## src/rtl/rf_wb_scheduler_pkg.sv

```systemverilog
// Shared types and constants for the register-file write-back scheduler.
// Widths default to the core's register address/data buses.
package rf_wb_scheduler_pkg;

   localparam int RF_ADDR_W   = 5;
   localparam int RF_DATA_W   = 32;
   localparam int RF_NUM_REGS = 32;

   typedef enum logic {
      WB_SRC_ALU = 1'b0,
      WB_SRC_LSU = 1'b1
   } wb_src_e;

   typedef struct packed {
      logic                 valid;
      logic [RF_ADDR_W-1:0] addr;
      logic [RF_DATA_W-1:0] data;
   } wb_req_t;

endpackage

```

## src/rtl/rf_wb_scheduler_scoreboard.sv

```systemverilog
// Pending-destination scoreboard: one bit per architectural register,
// set by issue, cleared by write-back, with issue winning a same-edge tie.
module rf_scoreboard
   import rf_wb_scheduler_pkg::*;
#(
   parameter int ADDR_W   = RF_ADDR_W,
   parameter int NUM_REGS = RF_NUM_REGS
) (
   input  logic              clk,
   input  logic              rst,
   input  logic              set_i,
   input  logic [ADDR_W-1:0] set_addr_i,
   input  logic              clr_i,
   input  logic [ADDR_W-1:0] clr_addr_i,
   input  logic [ADDR_W-1:0] chk_addr1_i,
   input  logic [ADDR_W-1:0] chk_addr2_i,
   output logic              hazard_raw_o,
   output logic              hazard_waw_o
);

   logic [NUM_REGS-1:0] pending_q, pending_d;

   // NOTE: every variable written in always_comb gets a default first, so no path leaves it unassigned and no latch is inferred.
   always_comb begin
      pending_d = pending_q;
      if (clr_i) pending_d[clr_addr_i] = 1'b0;
      // A new producer issued on the same edge as the old one retires keeps the bit set.
      if (set_i) pending_d[set_addr_i] = 1'b1;
   end

   // NOTE: this bit vector is ordinary flops, not a RAM, so it is cleared by reset like any other state.
   always_ff @(posedge clk or posedge rst) begin
      if (rst) pending_q <= '0;
      else     pending_q <= pending_d;
   end

   // Lookups use the registered bits only; a clear on this edge is visible next cycle.
   assign hazard_raw_o = pending_q[chk_addr1_i] | pending_q[chk_addr2_i];
   assign hazard_waw_o = set_i & pending_q[set_addr_i];

endmodule

```

## src/rtl/rf_wb_scheduler.sv

```systemverilog
// Round-robin arbiter of ALU and LSU write-backs onto the single register-file
// write port, with a registered write stage and the pending-destination scoreboard.
module rf_wb_scheduler
   import rf_wb_scheduler_pkg::*;
#(
   parameter int ADDR_W   = RF_ADDR_W,
   parameter int DATA_W   = RF_DATA_W,
   parameter int NUM_REGS = RF_NUM_REGS
) (
   input  logic              clk,
   input  logic              rst,
   input  logic              wb0_valid,
   input  logic [ADDR_W-1:0] wb0_addr,
   input  logic [DATA_W-1:0] wb0_data,
   output logic              wb0_ready,
   input  logic              wb1_valid,
   input  logic [ADDR_W-1:0] wb1_addr,
   input  logic [DATA_W-1:0] wb1_data,
   output logic              wb1_ready,
   output logic              rf_write,
   output logic [ADDR_W-1:0] rf_waddr,
   output logic [DATA_W-1:0] rf_din,
   input  logic              sb_set,
   input  logic [ADDR_W-1:0] sb_addr,
   input  logic [ADDR_W-1:0] chk_addr1,
   input  logic [ADDR_W-1:0] chk_addr2,
   output logic              hazard_raw,
   output logic              hazard_waw
);

   wb_req_t           req0, req1;
   wb_src_e           last_gnt_q, last_gnt_d;
   logic              gnt0, gnt1, xfer;
   logic [ADDR_W-1:0] gnt_addr;
   logic [DATA_W-1:0] gnt_data;

   logic              rf_write_q;
   logic [ADDR_W-1:0] rf_waddr_q;
   logic [DATA_W-1:0] rf_din_q;

   assign req0 = '{valid: wb0_valid, addr: wb0_addr, data: wb0_data};
   assign req1 = '{valid: wb1_valid, addr: wb1_addr, data: wb1_data};

   // On conflict the requester that did not win the last transfer is granted.
   always_comb begin
      gnt0       = req0.valid & (~req1.valid | (last_gnt_q == WB_SRC_LSU));
      gnt1       = req1.valid & (~req0.valid | (last_gnt_q == WB_SRC_ALU));
      xfer       = gnt0 | gnt1;
      gnt_addr   = gnt1 ? req1.addr : req0.addr;
      gnt_data   = gnt1 ? req1.data : req0.data;
      last_gnt_d = last_gnt_q;
      if (gnt0)      last_gnt_d = WB_SRC_ALU;
      else if (gnt1) last_gnt_d = WB_SRC_LSU;
   end

   assign wb0_ready = gnt0;
   assign wb1_ready = gnt1;

   // NOTE: sequential state uses non-blocking assignments so every flop samples pre-edge values.
   always_ff @(posedge clk or posedge rst) begin
      if (rst) begin
         last_gnt_q <= WB_SRC_LSU;
         rf_write_q <= 1'b0;
         rf_waddr_q <= '0;
         rf_din_q   <= '0;
      end else begin
         last_gnt_q <= last_gnt_d;
         rf_write_q <= xfer;
         if (xfer) begin
            rf_waddr_q <= gnt_addr;
            rf_din_q   <= gnt_data;
         end
      end
   end

   assign rf_write = rf_write_q;
   assign rf_waddr = rf_waddr_q;
   assign rf_din   = rf_din_q;

   rf_scoreboard #(
      .ADDR_W   (ADDR_W),
      .NUM_REGS (NUM_REGS)
   ) u_scoreboard (
      .clk          (clk),
      .rst          (rst),
      .set_i        (sb_set),
      .set_addr_i   (sb_addr),
      .clr_i        (xfer),
      .clr_addr_i   (gnt_addr),
      .chk_addr1_i  (chk_addr1),
      .chk_addr2_i  (chk_addr2),
      .hazard_raw_o (hazard_raw),
      .hazard_waw_o (hazard_waw)
   );

endmodule

```

## config.mk

```make
export PLATFORM = sky130hd
export DESIGN_NAME = rf_wb_scheduler
export DESIGN_NICKNAME = d
export VERILOG_FILES = /design/src/rtl/rf_wb_scheduler_pkg.sv /design/src/rtl/rf_wb_scheduler_scoreboard.sv /design/src/rtl/rf_wb_scheduler.sv
export SDC_FILE = /design/constraint.sdc
export NUM_CORES = 1
export LEC_CHECK = 0
export BUFFER_PORTS_ARGS = -buffer_cell sky130_fd_sc_hd__buf_2
export CAP_MARGIN = 10
export CORE_MARGIN = 2
export CORE_UTILIZATION = 56
export DETAILED_ROUTE_END_ITERATION = 16
export PLACE_DENSITY_LB_ADDON = 0.2
export SLEW_MARGIN = 30
export SYNTH_ARGS = -nofsm -noshare
export SYNTH_HDL_FRONTEND = slang
export SYNTH_HIERARCHICAL = 1
export SYNTH_SLANG_ARGS = --single-unit
```

## constraint.sdc

```tcl
create_clock -name clk -period 5.61 [get_ports clk]
set_clock_uncertainty 0.1 [all_clocks]
set_input_delay 1.122 -clock clk [delete_from_list [all_inputs] [get_ports clk]]
set_output_delay 1.122 -clock clk [all_outputs]
set_load 0.01 [all_outputs]
```

Word level (Yosys, flattened, before mapping)
Cells that the tools add are included.
{"block": "word_totals", "word_cells": 43, "register_bits": 71, "input_bits": 94}
{"block": "classes", "mux": 16, "reduce_logical": 3, "order_cmp": 6, "bitwise": 13}
{"operator": "32-bit 2-to-1 mux", "count": 3}
{"operator": "32-bit AND", "count": 1}
{"operator": "32-bit NOT", "count": 1}
{"operator": "32-bit OR", "count": 1}
{"operator": "5-bit by 6-bit less-than comparator with 1-bit output, second input constant", "count": 4}
{"operator": "1-bit binary-select mux with 5-bit select", "count": 3}
{"operator": "1-bit demux with 5-bit select", "count": 2}
{"operator": "5-bit by 1-bit >= comparator with 1-bit output, second input constant", "count": 2}
{"operator": "1-bit 2-to-1 mux", "count": 7}
{"operator": "5-bit 2-to-1 mux", "count": 1}
{"operator": "1-bit OR", "count": 4}
{"operator": "1-bit AND", "count": 3}
{"operator": "1-bit NOT", "count": 3}
{"operator": "1-bit logical AND", "count": 2}
{"operator": "2-bit nonzero test", "count": 1}

Longest topological paths before layout
Gate-level depths: netlist of the first run.
{"block": "logic_depth", "depth_word": 13, "depth_mapped": 10, "ltp_nobuf": 7}

Hierarchy
Netlist of the first run, hierarchy kept.
{"module": "rf_wb_scheduler", "instances": 1, "seq_area_each_um2": 977.2, "area_each_um2": 2263.4, "cells_per_inst": 226}
{"module": "rf_scoreboard", "instances": 1, "seq_area_each_um2": 800.8, "area_each_um2": 2183.3, "cells_per_inst": 208}

Worst setup path after synthesis of the first run
OpenSTA, ideal clock, no wires.
{"block": "synth_path", "path_type": "in2out", "startpoint": "in chk_addr1[1]", "endpoint": "out hazard_raw", "stages": 6, "t_arrival_ns": 2.351, "path_buffers": 1, "setup_slack_ns": 2.037, "required_ns": 4.388, "path_cell_list": "buf_2 > mux4_2 > nand4_1 > nand4_1 > a311oi_1 > nand4_1"}
{"block": "synth_between", "elab_chain_cells": 3}
{"element": "start, declared", "line_no": "rf_wb_scheduler.sv:25", "rtl": "input logic [ADDR_W-1:0] chk_addr1,"}
{"element": "1-bit binary-select mux with 5-bit select", "line_no": "rf_wb_scheduler_scoreboard.sv:38", "rtl": "assign hazard_raw_o = pending_q[chk_addr1_i] | pending_q[chk_addr2_i];"}
{"element": "1-bit 2-to-1 mux (not written as such)", "line_no": "rf_wb_scheduler_scoreboard.sv:38"}
{"element": "1-bit OR", "line_no": "rf_wb_scheduler_scoreboard.sv:38"}
{"element": "end, declared", "line_no": "rf_wb_scheduler.sv:27", "rtl": "output logic hazard_raw,"}
No other way between the ends. The select of a mux whose other input is x is not followed.

Worst setup path in the final report of the first run
{"block": "layout_path", "startpoint": "in chk_addr1[0]", "endpoint": "out hazard_raw"}
The elaborated chain is that of the path after synthesis.

==> metrics.md, run 1 <==
| Metric | Value |
|---|---|
| Post-CTS Resized | 0 |
| Asr flop ratio synth | 1.00 |
| Max-slew violations | 0 |
| Worst-Margin Slew | 0.876 ns |
| Ys flop type | dfrtp_1 |
| Mapped Avg Cell Area | 10.2 sq um |
| Share of cells above drive strength 1 | 0.381 |
| Dpl hpwl | 9070 microns |
| Initial Util | 0.575 |
| Critical-path maximum fanout | 11 |
| Placed inst area | 5090 sq um |
| Register area share after synthesis | 0.400 |
| DRT antenna net count | 0 |
| Top Usage Layer GRT | met2 |
| Arr. time, crit path | 2.70 ns |
| Port bufs | 135 |
| DR WL/cell | 19.0 microns |
| Syn_nets | 528 |
| Slew margin rel. | 0.410 |
| Seq pwr share | 0.465 |
| Fmax | 255 MHz |
| Worst-case vdd ir drop | 0.150 mV |
| # clock sinks | 71 |
| Die area | 8670 sq um |
| DRT iter0 DRCs | 349 |
| WL final | 12,600 microns |
| CTS tree | yes |
| Die Y | 93.1 microns |
| Setup CP Type | in2out |
| DRT Pass-1 Iters | 5 |
| Psw | 0.547 mW |
| Longest Clk Path Bufs | 2 |
| Met3 Track Usage GR | 0.0757 |
| Number of synthesized flops with an enable pin | 0 |
| Switching share of power | 0.339 |
| Mapped Cells | 434 |
| Setup slack after layout | 1.69 ns |
| # fillers | 649 |
| GPL Wtd Cong | 1.04 |
| Post-route DRC | 0 |
| CP required | 4.39 ns |
| Met1 usage | 0.386 |
| Vias per inst | 6.22 |
| Chip width | 93.1 microns |
| Worst hold path class | reg2reg |
| Grt ovf | 0 |
| CTS buffer count | 9 |
| Status | completed |
| Final instance area | 5280 sq um |
| Crit end category | output pin |
| Ys Warns | 6 |
| # IOs | 136 |
| Period minus WS final | 3.92 ns |
| Final period util | 0.699 |
| CTS Hold Buffers Added | 0 |
| Setup bufs post-CTS | 0 |
| Row Count | 32 |
| Setup total negative slack | 0 ns |
| Core ar. | 7730 sq um |
| First-pass GRT wire length | 20,000 microns |
| Cell internal pwr | 1.07 mW |
| Combinational share of power | 0.288 |
| CP Launch Type | primary input |
| Pwr/cell area | 305 nW/um^2 |
| Clock Power Share | 0.247 |
| Nets | 648 |
| Clk_lat worst skew | 0.34 ns |
| Setup-failing EPs final | 0 |
| Initial antenna violation count | 0 |
| Power consumption | 1.61 mW |
| Flops & latches, synth | 71 |
| Tot GR Track Use | 0.297 |
| Largest net degree at the start of global routing | 42 |
| RSZ-0062 raised after global routing | false |
| Diode count | 0 |
| Leak | 2.40 nW |
| Clock root cell | clkbuf_8 |
| Netlist cell types | 41 |
| Area grow syn2layout | 18.8% |
| Via Count | 4,112 |
| CTS H-tree lvls | 3 |
| DP Worst Slack | 1.73 ns |
| Met2 Use GR | 0.477 |
| Number of global-route vias before repair | 4,105 |
| Clock transition at path regs | 0.07 ns |
| Final hold vios | 0 |
| Syn Std Cell Area | 4450 sq um |
| Max cap viols | 0 |
-- worst paths after layout --
path                                                           start                                    to  slack [ns]  depth (start not counted)
worst max-delay path                                    chk_addr1[0]                            hazard_raw        1.69                          7
worst min-delay path            u_scoreboard/pending_q[18]$_DFF_PP0_  u_scoreboard/pending_q[18]$_DFF_PP0_        0.49                          2
worst max register to register                last_gnt_q$_DFFE_PP1P_  u_scoreboard/pending_q[18]$_DFF_PP0_        2.43                          5
worst min register to register  u_scoreboard/pending_q[18]$_DFF_PP0_  u_scoreboard/pending_q[18]$_DFF_PP0_        0.49                          2
max in group asynchronous                                        rst                last_gnt_q$_DFFE_PP1P_        4.23                          3
min in group asynchronous                                        rst  u_scoreboard/pending_q[28]$_DFF_PP0_        0.75                          3
-- state kept, by name, summed over array words and instances, names as in the netlist --
name / cells
rf_waddr: 5
last_gnt_q: 1
rf_din: 32
rf_write: 1
u_scoreboard/pending_q: 32
-- area by class of cell --
type	count	area, sq um	share of cell area
Tap cell	102	128	0.0242
Timing Repair Buffer	139	706	0.134
Clock inverter	6	61.3	0.0116
Multi-Input combinational cell	283	2290	0.434
Clock buffer	10	128	0.0242
Inverter	50	188	0.0355
Sequential cell	71	1780	0.337
-- critical path: stages --
cell and delay [ns]:
buf_2 0.27, mux4_2 0.55, nor2_1 0.11, a311oi_1 0.05, a311oi_1 0.32, nand4_1 0.11, buf_2 0.16
-- placed cells by master (no fill, tap or decap), types with 2 or more instances in the layout --
cell      instances
nor2b_1           5
mux2_2           40
buf_4             4
nand4_1           3
buf_2           135
a21oi_1          39
nand3_1           6
o22ai_1           9
o32ai_1          32
or3b_2            4
nand2b_1          3
nand3b_1         12
o21ai_0          70
inv_1            49
dfrtp_1          70
clkbuf_8          9
nand2_1           9
mux2i_1           5
a211oi_1          2
mux4_2           10
a311oi_1          3
mux4_1            9
or3_1             2
nor2_1            7
clkinv_2          3
-- stage by stage --
step	hold WS, ns	std cells	utilization
floorplan	0.394	434	-
global placement	0.467	645	0.659
detailed placement	0.452	645	0.659
CTS	0.482	661	0.683
global route	0.505	661	0.683
finish	0.489	661	0.683
-- logic make-up (layout without fill, tap and decap cells) --
logic type / after synthesis / after routing / share of synthesized area
AOI/OAI and AO/OA: 161 / 161 / 0.219
and+or+nand+nor: 58 / 58 / 0.0799
muxes: 64 / 64 / 0.216
DFF: 71 / 71 / 0.400
buffers and inverters: 80 / 205 / 0.0844
-- cell usage after synthesis (all sizes together) (8+ instances only) --
cell type / instances / area share
mux2: 40 / 0.10
nand3b: 12 / 0.020
o22ai: 9 / 0.013
inv: 50 / 0.042
clkbuf: 8 / 0.0068
mux4: 19 / 0.10
o21ai: 70 / 0.079
nand2: 9 / 0.0076
o32ai: 32 / 0.063
a21oi: 39 / 0.044
dfrtp: 70 / 0.39
buf: 22 / 0.035
-- routing by layer --
layer  share of wire  routed length (microns)  up-vias
li1                -                        -     1880
met1            0.40                     5010     1976
met2            0.48                     5990      214
met3           0.088                     1100       42
met4           0.036                      449        0
met5               0                        0        -
-- power groups by stage --
stage               Sequential (mW)  Combinational [mW]  Clock (mW)
floorplan                     0.706               0.323           0
global placement              0.753               0.446           0
detailed placement            0.751               0.461           0
CTS                           0.741               0.463       0.406
global route                  0.754               0.514       0.430
finish                        0.749               0.465       0.398
No activity file was read; power rests on OpenSTA's default activity.
==> run 2: changes to the inputs <==
- CORE_UTILIZATION: 56 -> 47
- clock period: 5.61 -> 3.5 ns (I/O delays scaled with it)
==> metrics.md, run 2 (synthesized netlist as in run 1, its figures left out) <==
| Metric | Value |
|---|---|
| Max cap viols | 0 |
| Clock root cell | clkbuf_8 |
| Cells after DPL | 657 |
| Power consumption | 2.55 mW |
| DRT Pass-1 Iters | 4 |
| Area grow syn2layout | 19.0% |
| Setup CP Type | in2out |
| DRT iter0 DRCs | 241 |
| # clock sinks | 71 |
| Clk_lat worst skew | 0.33 ns |
| Final instance area | 5290 sq um |
| Die Y | 101 microns |
| Critical-path maximum fanout | 11 |
| Setup total negative slack | 0 ns |
| Chip width | 101 microns |
| Worst-case vdd ir drop | 0.242 mV |
| CTS Hold Buffers Added | 0 |
| CP required | 2.70 ns |
| GPL Wtd Cong | 0.940 |
| Number of global-route vias before repair | 4,090 |
| Reg2reg setup slack | 0.90 ns |
| Slew margin rel. | 0.429 |
| Status | completed |
| Post-CTS Resized | 0 |
| Share of cells above drive strength 1 | 0.383 |
| R2r startpoint | last_gnt_q$_DFFE_PP1P_ |
| DR WL/cell | 19.8 microns |
| Reg2Reg Depth | 5 |
| CTS tree | yes |
| CP max stage delay | 0.53 ns |
| Largest net degree at the start of global routing | 41 |
| Diode count | 0 |
| Dpl hpwl | 9440 microns |
| Initial Util | 0.484 |
| Family with the most delay on the worst path | multiplexers |
| Period minus WS final | 3.03 ns |
| RSZ-0062 raised after global routing | false |
| Final std cells w/o fill | 672 |
| Nets | 651 |
| # IOs | 136 |
| Initial antenna violation count | 0 |
| Setup bufs post-CTS | 0 |
| Port bufs | 135 |
| Post-route DRC | 0 |
| CTS buffer count | 9 |
| FF-to-FF End | u_scoreboard/pending_q[17]$_DFF_PP0_ |
| Commonest non-fill, non-tap cells in the layout | 135 x buf_2, 70 x o21ai_0, 70 x dfrtp_1, 48 x inv_1, 40 x mux2_2 |
| Vias per inst | 6.18 |
| WL final | 13,300 microns |
| Most common cell after layout, fill and taps aside | buf_2 |
| Setup-failing EPs final | 0 |
| Die area | 10,300 sq um |
| Worst path bufs/invs | 2 |
| DRT antenna net count | 0 |
| Clock transition at path regs | 0.07 ns |
| Via Count | 4,153 |
| Row Count | 35 |
| Leak | 2.40 nW |
| Arr. time, crit path | 2.23 ns |
| Final period util | 0.866 |
| Pwr/cell area | 483 nW/um^2 |
| Placed inst area | 5130 sq um |
| Tot GR Track Use | 0.270 |
| Fmax | 330 MHz |
| Worst-Margin Slew | 0.856 ns |
| Crit path max-delay cell type | mux4_2 |
| Core ar. | 9200 sq um |
| Longest Clk Path Bufs | 2 |
| Critical Path Source | chk_addr1[0] |
| CTS H-tree lvls | 3 |
| Max-slew violations | 0 |
| Worst hold path class | in2async |
| Crit path cell chain | buf_2 -> mux4_2 -> nor2_1 -> a311oi_1 -> a311oi_1 -> nand4_1 -> buf_2 |
| Final hold vios | 0 |
| Crit end category | output pin |
| CP Launch Type | primary input |
| First-pass GRT wire length | 21,300 microns |
| Grt ovf | 0 |
[run 2: stage by stage]
stage / hold WS (ns) / worst slack (ns) / util
after detailed placement: 0.477 / 0.436 / 0.557
after global routing: 0.414 / 0.325 / 0.575
after CTS: 0.390 / 0.448 / 0.575
after global placement: 0.481 / 0.495 / 0.557
final: 0.369 / 0.468 / 0.575
after floorplan: 0.394 / 0.771 / -
[run 2: worst reg2reg max path, delay by kind of cell, from the launching register on]
family             cells  cell delay, ns
AOI/OAI and AO/OA      4            1.37
and+or+nand+nor        1            0.61
DFF                    1            0.37
[run 2: worst max-delay path by stage]
stage | endpoint | slack [ns] | cells past startpoint
floorplan | hazard_raw | 0.77 | 6
global placement | hazard_waw | 0.49 | 6
detailed placement | hazard_waw | 0.44 | 6
CTS | hazard_raw | 0.45 | 7
global route | hazard_raw | 0.32 | 7
finish | hazard_raw | 0.47 | 7
[run 2: per-layer routing]
metal,vias to the layer above,GRT usage,part of all wire
met1,2034,0.347,0.41
li1,1885,-,-
met5,-,0,0
met4,0,0.0936,0.034
met2,194,0.448,0.48
met3,40,0.0663,0.077
[run 2: where the power goes]
group,total [mW],internal [mW],switching [mW]
Combinational,0.768,0.390,0.378
Clock,0.568,0.269,0.299
Sequential,1.22,0.995,0.222
[run 2: area by class of cell]
type / count / area [sq um]
Fill cell: 870 / 3910
Clock inverter: 4 / 22.5
Sequential cell: 71 / 1780
Timing Repair Buffer: 142 / 728
Multi-Input combinational cell: 283 / 2290
Tap cell: 111 / 139
Inverter: 50 / 188
Clock buffer: 11 / 141
==> run 3: changes to the inputs <==
- CORE_UTILIZATION: 47 -> 48
- CTS_BUF_LIST: not set -> sky130_fd_sc_hd__clkbuf_8
==> metrics.md, run 3 (synthesized netlist as in run 1, its figures left out) <==
| Metric | Value |
|---|---|
| Status | completed |
| # fillers | 798 |
| Slew margin rel. | 0.411 |
| Setup total negative slack | 0 ns |
| First-pass GRT wire length | 20,200 microns |
| Largest net degree at the start of global routing | 41 |
| Arr. time, crit path | 2.27 ns |
| Via Count | 4,132 |
| FF-to-FF End | u_scoreboard/pending_q[18]$_DFF_PP0_ |
| Setup CP Type | in2out |
| Initial Util | 0.488 |
| Pwr/cell area | 513 nW/um^2 |
| Max cap viols | 0 |
| DRT iter0 DRCs | 317 |
| Seq pwr share | 0.430 |
| CP max stage delay | 0.55 ns |
| Post-route DRC | 0 |
| Worst path bufs/invs | 2 |
| Final period util | 0.876 |
| Critical-path maximum fanout | 11 |
| Initial antenna violation count | 0 |
| Die Y | 100 microns |
| Clock transition at path regs | 0.08 ns |
| GPL Wtd Cong | 0.950 |
| CP Launch Type | primary input |
| DRT Pass-1 Iters | 5 |
| Final core utilization | 0.590 |
| Dpl hpwl | 9050 microns |
| Chip width | 100 microns |
| # clock sinks | 71 |
| Longest Clk Path Bufs | 2 |
| Diode count | 0 |
| Clk_lat worst skew | 0.34 ns |
| Crit path cell chain | buf_2 -> mux4_2 -> nor2_1 -> a311oi_1 -> a311oi_1 -> nand4_1 -> buf_2 |
| Post-CTS Resized | 0 |
| Leak | 2.44 nW |
| Grt ovf | 0 |
| Area grow syn2layout | 20.9% |
| CP required | 2.70 ns |
| Most common cell after layout, fill and taps aside | buf_2 |
| Row Count | 35 |
| Vias per inst | 6.13 |
| WL final | 12,600 microns |
| Number of global-route vias before repair | 3,989 |
| Worst-Margin Slew | 0.874 ns |
| CTS Hold Buffers Added | 0 |
| Commonest non-fill, non-tap cells in the layout | 135 x buf_2, 70 x o21ai_0, 70 x dfrtp_1, 49 x inv_1, 40 x mux2_2 |
| Clock root cell | clkbuf_8 |
| Crit end category | output pin |
| Port bufs | 135 |
| CTS buffer count | 9 |
| Psw | 0.895 mW |
| Period minus WS final | 3.07 ns |
| Die area | 10,100 sq um |
| R2r startpoint | last_gnt_q$_DFFE_PP1P_ |
| # IOs | 136 |
| Max-slew violations | 0 |
| Clock Power Share | 0.292 |
| Reg2reg setup slack | 1.00 ns |
| Critical Path Source | chk_addr1[0] |
| Core ar. | 9110 sq um |
| RSZ-0062 raised after global routing | false |
| Fmax | 326 MHz |
| Setup bufs post-CTS | 0 |
| CTS H-tree lvls | 3 |
| Cell internal pwr | 1.86 mW |
| Tot GR Track Use | 0.256 |
| Switching share of power | 0.325 |
| Setup-failing EPs final | 0 |
| Combinational share of power | 0.279 |
| Final hold vios | 0 |
| Worst-case vdd ir drop | 0.249 mV |
| DRT antenna net count | 0 |
| Share of cells above drive strength 1 | 0.387 |
| Worst hold path class | in2async |
| Nets | 652 |
| Crit path max-delay cell type | mux4_2 |
| Reg2Reg Depth | 6 |
| CTS tree | yes |
| DR WL/cell | 18.8 microns |
| Family with the most delay on the worst path | multiplexers |
run 3: worst reg2reg max path, stage by stage, from the launching register on:
cell      delay (ns)
dfstp_2         0.53
a21boi_1        0.06
buf_4           0.16
o21ai_0         0.69
or3b_2          0.54
o21ai_0         0.14
o21ai_0         0.12
run 3: through the flow:
stage	cell area, sq um	hold slack, ns	cells	setup slack (ns)	power (mW)
after floorplan	4450	0.394	434	0.771	1.65
after global placement	5130	0.454	658	0.459	1.93
after detailed placement	5130	0.461	658	0.431	1.95
after CTS	5380	0.164	674	0.429	2.75
after global routing	5380	0.176	674	0.361	2.90
final	5380	0.171	674	0.435	2.76
run 3: worst max path at each step:
stage	endpoint	slack, ns	cells past startpoint
floorplan	hazard_raw	0.77	6
global placement	hazard_raw	0.46	7
detailed placement	hazard_raw	0.43	7
CTS	hazard_raw	0.43	7
global route	hazard_raw	0.36	7
finish	hazard_raw	0.43	7
run 3: cell type report:
type,count,area (sq um),share of cell area
clock buffer,9,124,0.0230
timing repair buffer,143,736,0.137
tap,111,139,0.0258
clock inverter,7,120,0.0223
multi-input combinational,283,2290,0.426
inverter,50,188,0.0349
sequential,71,1780,0.331
run 3: routing by layer:
| layer | vias to the layer above | track usage | wire length, microns |
|---|---|---|---|
| met5 | - | 0 | 0 |
| met4 | 0 | 0.103 | 302 |
| met3 | 31 | 0.0717 | 1300 |
| met2 | 229 | 0.405 | 6030 |
| met1 | 1989 | 0.334 | 5010 |
| li1 | 1883 | - | - |
run 3: power by group through the flow:
stage	clock, mW	sequential (mW)	combinational (mW)
floorplan	0	1.13	0.517
detailed placement	0	1.19	0.767
finish	0.804	1.18	0.769
global route	0.850	1.20	0.847
CTS	0.812	1.17	0.768
global placement	0	1.18	0.747
